--- src/rtl/alu_issue_stage.sv ---
// alu_issue_stage: decode a MIPS instruction into a registered valid/ready ALU command
module alu_issue_stage (
  input  logic        clk,
  input  logic        rst,
  input  logic        in_valid,
  output logic        in_ready,
  input  logic [31:0] instr,
  input  logic [31:0] rs_data,
  input  logic [31:0] rt_data,
  input  logic        flush,
  output logic        out_valid,
  input  logic        out_ready,
  output logic [3:0]  alu_op,
  output logic [31:0] alu_in1,
  output logic [31:0] alu_in2,
  output logic [4:0]  dest,
  output logic        reg_write,
  output logic        illegal,
  output logic [15:0] issue_cnt
);
  typedef enum logic [3:0] {
    ADD = 4'd0, SUB = 4'd1, AND = 4'd2, OR = 4'd3, XOR = 4'd4,
    NOR = 4'd5, SRL = 4'd6, SLL = 4'd7, ADDU = 4'd8, SUBU = 4'd9
  } alu_op_e;
  logic [5:0]  opc, fn;
  logic [31:0] sx, zx, sh;
  alu_op_e     d_op;
  logic [31:0] d_in1, d_in2;
  logic [4:0]  d_dest;
  logic        d_wb, d_ill, d_rw, unused_rs;
  assign opc = instr[31:26];
  assign fn = instr[5:0];
  assign sx = {{16{instr[15]}}, instr[15:0]};
  assign zx = {16'b0, instr[15:0]};
  assign sh = {27'b0, instr[10:6]};
  assign unused_rs = ^instr[25:21];
  assign in_ready = !out_valid || out_ready;
  always_comb begin
    d_op = ADDU;
    d_in1 = '0;
    d_in2 = '0;
    d_dest = '0;
    d_wb = 1'b1;
    d_ill = 1'b0;
    if (opc == 6'h00) begin
      d_dest = instr[15:11];
      d_in1 = rs_data;
      d_in2 = rt_data;
      case (fn)
        6'h20: d_op = ADD;
        6'h21: d_op = ADDU;
        6'h22: d_op = SUB;
        6'h23: d_op = SUBU;
        6'h24: d_op = AND;
        6'h25: d_op = OR;
        6'h26: d_op = XOR;
        6'h27: d_op = NOR;
        6'h00: begin d_op = SLL; d_in1 = rt_data; d_in2 = sh; end
        6'h02: begin d_op = SRL; d_in1 = rt_data; d_in2 = sh; end
        default: d_ill = 1'b1;
      endcase
    end else begin
      d_dest = instr[20:16];
      d_in1 = rs_data;
      d_in2 = sx;
      case (opc)
        6'h08: d_op = ADD;
        6'h09, 6'h23: d_op = ADDU;
        6'h0C: begin d_op = AND; d_in2 = zx; end
        6'h0D: begin d_op = OR; d_in2 = zx; end
        6'h0E: begin d_op = XOR; d_in2 = zx; end
        6'h2B: d_wb = 1'b0;
        6'h04, 6'h05: begin d_op = SUBU; d_in2 = rt_data; d_wb = 1'b0; end
        default: d_ill = 1'b1;
      endcase
    end
    // illegal instructions still issue, but as a harmless ADDU 0,0 with no writeback
    if (d_ill) begin
      d_op = ADDU;
      d_in1 = '0;
      d_in2 = '0;
      d_dest = '0;
      d_wb = 1'b0;
    end
    d_rw = d_wb && d_dest != 5'd0;
  end
  always_ff @(posedge clk or posedge rst) begin
    if (rst) begin
      out_valid <= 1'b0;
      alu_op <= '0;
      alu_in1 <= '0;
      alu_in2 <= '0;
      dest <= '0;
      reg_write <= 1'b0;
      illegal <= 1'b0;
      issue_cnt <= '0;
    end else begin
      if (flush) out_valid <= 1'b0;
      else if (in_valid && in_ready) begin
        out_valid <= 1'b1;
        alu_op <= d_op;
        alu_in1 <= d_in1;
        alu_in2 <= d_in2;
        dest <= d_dest;
        reg_write <= d_rw;
        illegal <= d_ill;
      end else if (out_ready) out_valid <= 1'b0;
      if (out_valid && out_ready && !flush) issue_cnt <= issue_cnt + 16'd1;
    end
  end
endmodule

--- config.mk ---
export PLATFORM = sky130hd
export DESIGN_NAME = alu_issue_stage
export DESIGN_NICKNAME = d
export VERILOG_FILES = /design/src/rtl/alu_issue_stage.sv
export SDC_FILE = /design/constraint.sdc
export NUM_CORES = 1
export LEC_CHECK = 0
export CAP_MARGIN = 20
export CORE_MARGIN = 8
export CORE_UTILIZATION = 45
export DETAILED_ROUTE_END_ITERATION = 8
export PLACE_DENSITY = 0.85
export SLEW_MARGIN = 20
export SYNTH_ARGS = -nofsm -noshare
export SYNTH_HDL_FRONTEND = slang
export SYNTH_SLANG_ARGS = --single-unit
export TNS_END_PERCENT = 100
--- constraint.sdc ---
create_clock -name clk -period 6.1 [get_ports clk]
set_clock_uncertainty 0.1 [all_clocks]
set_input_delay 1.22 -clock clk [delete_from_list [all_inputs] [get_ports clk]]
set_output_delay 1.22 -clock clk [all_outputs]
set_load 0.005 [all_outputs]
==> implementation parameters <==
Parameter                              Value

Critical path
  Category of the worst setup path launch point    input pin
  Worst path most repeated cell    sky130_fd_sc_hd__clkdlybuf4s50_1
  Worst endpoint data arrival time    2430 ps
  Master of the slowest instance on the critical path    sky130_fd_sc_hd__clkdlybuf4s50_1
  Count of buffering cells on the critical path with inverters included    3
  Worst endpoint required time    4780 ps
  Type of the setup path with the least slack    in2out
  Crit-path max cell delay    460 ps
  Largest driver fanout on the critical path    4
  Kind of end point of the critical path    output port
  Kind of cell adding the most delay to the critical path    buffers and inverters
  Ordered list of cells on the worst path    clkdlybuf4s50_1 -> nor2b_1 -> inv_1 -> clkdlybuf4s50_1

Yosys
  Area share of the largest cell type after synthesis    0.530
  Library cell occupying the most area in the post-synthesis netlist    sky130_fd_sc_hd__dfrtp_1
  Mapped cell area    4350 um^2
  Top cells by count, synth    92 x sky130_fd_sc_hd__dfrtp_1, 83 x sky130_fd_sc_hd__nand2_1, 73 x sky130_fd_sc_hd__o21ai_0
  #FFs+latches synth    92
  Number of warnings printed during yosys synthesis    0
  Number of synthesized flops with an enable pin    0
  Synthesized area per cell    9.83 um^2
  Most used DFF post-synth    sky130_fd_sc_hd__dfrtp_1
  Share of synthesized area occupied by flip-flops and latches    0.530
  Share of flip-flops with an asynchronous set or reset after synthesis    1.00
  Mapped Cells    442
  Synth unique cells    50
  Cell with the most instances after synthesis    sky130_fd_sc_hd__dfrtp_1
  Synth Net Count    544
  Cell types occupying the most area after synthesis    sky130_fd_sc_hd__dfrtp_1 53%, sky130_fd_sc_hd__o21ai_0 8.4%, sky130_fd_sc_hd__mux2i_1 7.4%, sky130_fd_sc_hd__nand2_1 7.2%, sky130_fd_sc_hd__a22oi_1 3.3%

Timing
  Top achievable clock speed    267 MHz
  Part of the cycle the worst path needs    0.615
  Minimum setup slack in the final design    2350 ps
  Final-layout worst hold slack    384 ps
  TNS Setup    0 ps
  Unrepaired setup endpoints after global routing    no
  Remaining max-slew budget at the tightest pin    0.301
  Min cycle time layout    3750 ps
  Worst-Margin Slew    1040 ps
  Max-slew violation count    0
  Final setup violating endpoints    0
  Final hold violations    0

Die
  Starting utilization of the core area    0.453
  Die outline height    114 um
  Boundary Pins    194
  Standard-cell row count    36
  Floorplan die area    13100 um^2
  Std-Cell Core Area    9590 um^2
  Die W    114 um

Layout
  N_diodes    0
  Multi-input gate area    1920 um^2
  Area taken by flip-flops and latches    2300 um^2
  Fin util    0.686
  Area grow syn2layout    51.4%
  Filler cell count    757
  Cell Count, Final, Fillers Out    762
  NumNets Final    726
  Layout cells sized above 1    0.0620

Detailed routing
  Number of remaining DRC errors    0
  Count of vias placed by the detailed router    4081
  Initial drt markers    250
  Post-DRT Antenna Nets    0
  Average vias per placed instance    5.36
  Number of iterations in the first detailed-routing pass    5
  Routed WL    14100 um
  Wirelength per Cell    18.5 um

Run status
  Result of the run    completed

Power
  Int Power    0.00106 W
  Total net switching power    0.000358 W
  Power share of the combinational group    0.199
  Sequential power share    0.487
  Static leakage    2.64 nW
  Power share of the clock group    0.314
  Max VDD drop    0.124 mV
  Switching part of the total    0.253
  P per Cell Area    215 nW/um^2

Placement
  Worst-case setup slack after placement    2200 ps
  Number of placed instances with taps included    746
  Count of buffers inserted at the top-level ports    188
  Routability congestion estimate    0.853
  Total half-perimeter wirelength after legalization and detailed placement    10900 um

Clock tree
  Clock tree from TritonCTS    done
  Number of post-CTS setup repair buffers    0
  Maximum buffer depth of the clock tree    2
  Number of gates resized after cts    0
  CTS clk-pin slew, worst paths    80 ps
  Total CTS buffers    9
  Source-to-sink clock delay at the later pin of the worst-skew pair    340 ps
  Hold-fix buffers at CTS    0
  H-tree lvl count    3
  Clock tree root driver cell    sky130_fd_sc_hd__clkbuf_8
  Number of sinks driven by the clock tree    92

GRT
  Global-route wire length before repair    22600 um
  Global routing usage summed across all routing layers    0.219
  Via count of the first global-routing pass    4333
  Largest net degree at the start of global routing    52
  Aggregate global routing overflow    0
  Number of antenna violations at the first check in global routing    0

Worst hold path
  Min-Delay Path Class    reg2reg

Run
  Number of max-capacitance violations reported    0
-- placed cells by master (no fill, tap or decap), drive strengths merged, types with 2 or more instances in the layout --
| cell type | instances |
|---|---|
| nor2b | 3 |
| nand2 | 83 |
| o21ai | 77 |
| mux2i | 32 |
| nor2 | 25 |
| a221oi | 2 |
| a21oi | 10 |
| dfrtp | 92 |
| nor3b | 2 |
| inv | 3 |
| buf | 8 |
| a22oi | 19 |
| nand3b | 2 |
| xnor2 | 13 |
| a22o | 3 |
| nand4 | 3 |
| nand2b | 2 |
| clkinv | 2 |
| xor2 | 2 |
| nor4b | 2 |
| clkdlybuf4s50 | 188 |
| nand3 | 8 |
| o21a | 2 |
| and3 | 2 |
| a31oi | 2 |
| nor3 | 9 |
| clkbuf | 13 |
| or4 | 4 |
-- sequential cells by signal (all words and copies together), names as in the netlist --
name and flops:
alu_in1 32, alu_in2 32, issue_cnt 16, dest 5, alu_op 4, illegal 1
out_valid 1, reg_write 1
-- final cells by class --
class	instances	area share
well taps	133	0.0253
clock buffers	13	0.0272
multi-input cells	321	0.291
inverters	4	0.00247
repair buffers	196	0.297
flip-flops and latches	92	0.350
clock inverters	3	0.00647
-- worst register-to-register path: cells and delay by family (launching register included) --
kind	cells	cell delay (ps)
buffers and inverters	2	410
AND/OR/NAND/NOR	2	780
flip-flops	1	420
AO/OA/AOI/OAI	2	490
-- final timing paths --
| check | startpoint | end | slack [ps] | depth (start not counted) |
|---|---|---|---|---|
| max | out_ready | in_ready | 2350 | 4 |
| min | alu_in2[15]$_DFFE_PP0P_ | alu_in2[15]$_DFFE_PP0P_ | 380 | 2 |
| max reg2reg | out_valid$_DFFE_PP0P_ | alu_in1[9]$_DFFE_PP0P_ | 3830 | 6 |
| min reg2reg | alu_in2[15]$_DFFE_PP0P_ | alu_in2[15]$_DFFE_PP0P_ | 380 | 2 |
| max in group asynchronous | rst | alu_in2[25]$_DFFE_PP0P_ | 3570 | 3 |
| min in group asynchronous | rst | alu_in2[6]$_DFFE_PP0P_ | 1250 | 2 |
-- per-layer routing --
layer	part of all wire	vias up	GRT usage
li1	-	1919	-
met1	0.40	1984	0.248
met2	0.51	160	0.383
met3	0.070	18	0.0617
met4	0.018	0	0.0861
met5	0	-	0
-- cells by family after synthesis --
kind of cell | share of synthesized area
xor gates and xnor gates | 0.0302
buffers and inverters | 0.0331
adders and majority gates | 0.00288
and+or+nand+nor | 0.165
muxes | 0.0763
DFF | 0.530
AOI/OAI and AO/OA | 0.163
-- through the flow --
step / total power, W / instance area [um^2]
finish: 0.00141 / 6580
detailed placement: 0.000985 / 6360
global route: 0.00148 / 6580
floorplan: 0.000785 / 4350
global placement: 0.000974 / 6330
CTS: 0.00143 / 6580
-- power groups by stage --
| stage | Sequential [W] | Combinational (W) | Clock (W) |
|---|---|---|---|
| after floorplan | 0.000699 | 0.0000861 | 0 |
| after global placement | 0.000698 | 0.000276 | 0 |
| after detailed placement | 0.000701 | 0.000284 | 0 |
| after CTS | 0.000689 | 0.000285 | 0.000454 |
| after global routing | 0.000694 | 0.000307 | 0.000482 |
| final | 0.000689 | 0.000282 | 0.000444 |
(Power assumes the default switching activity.)
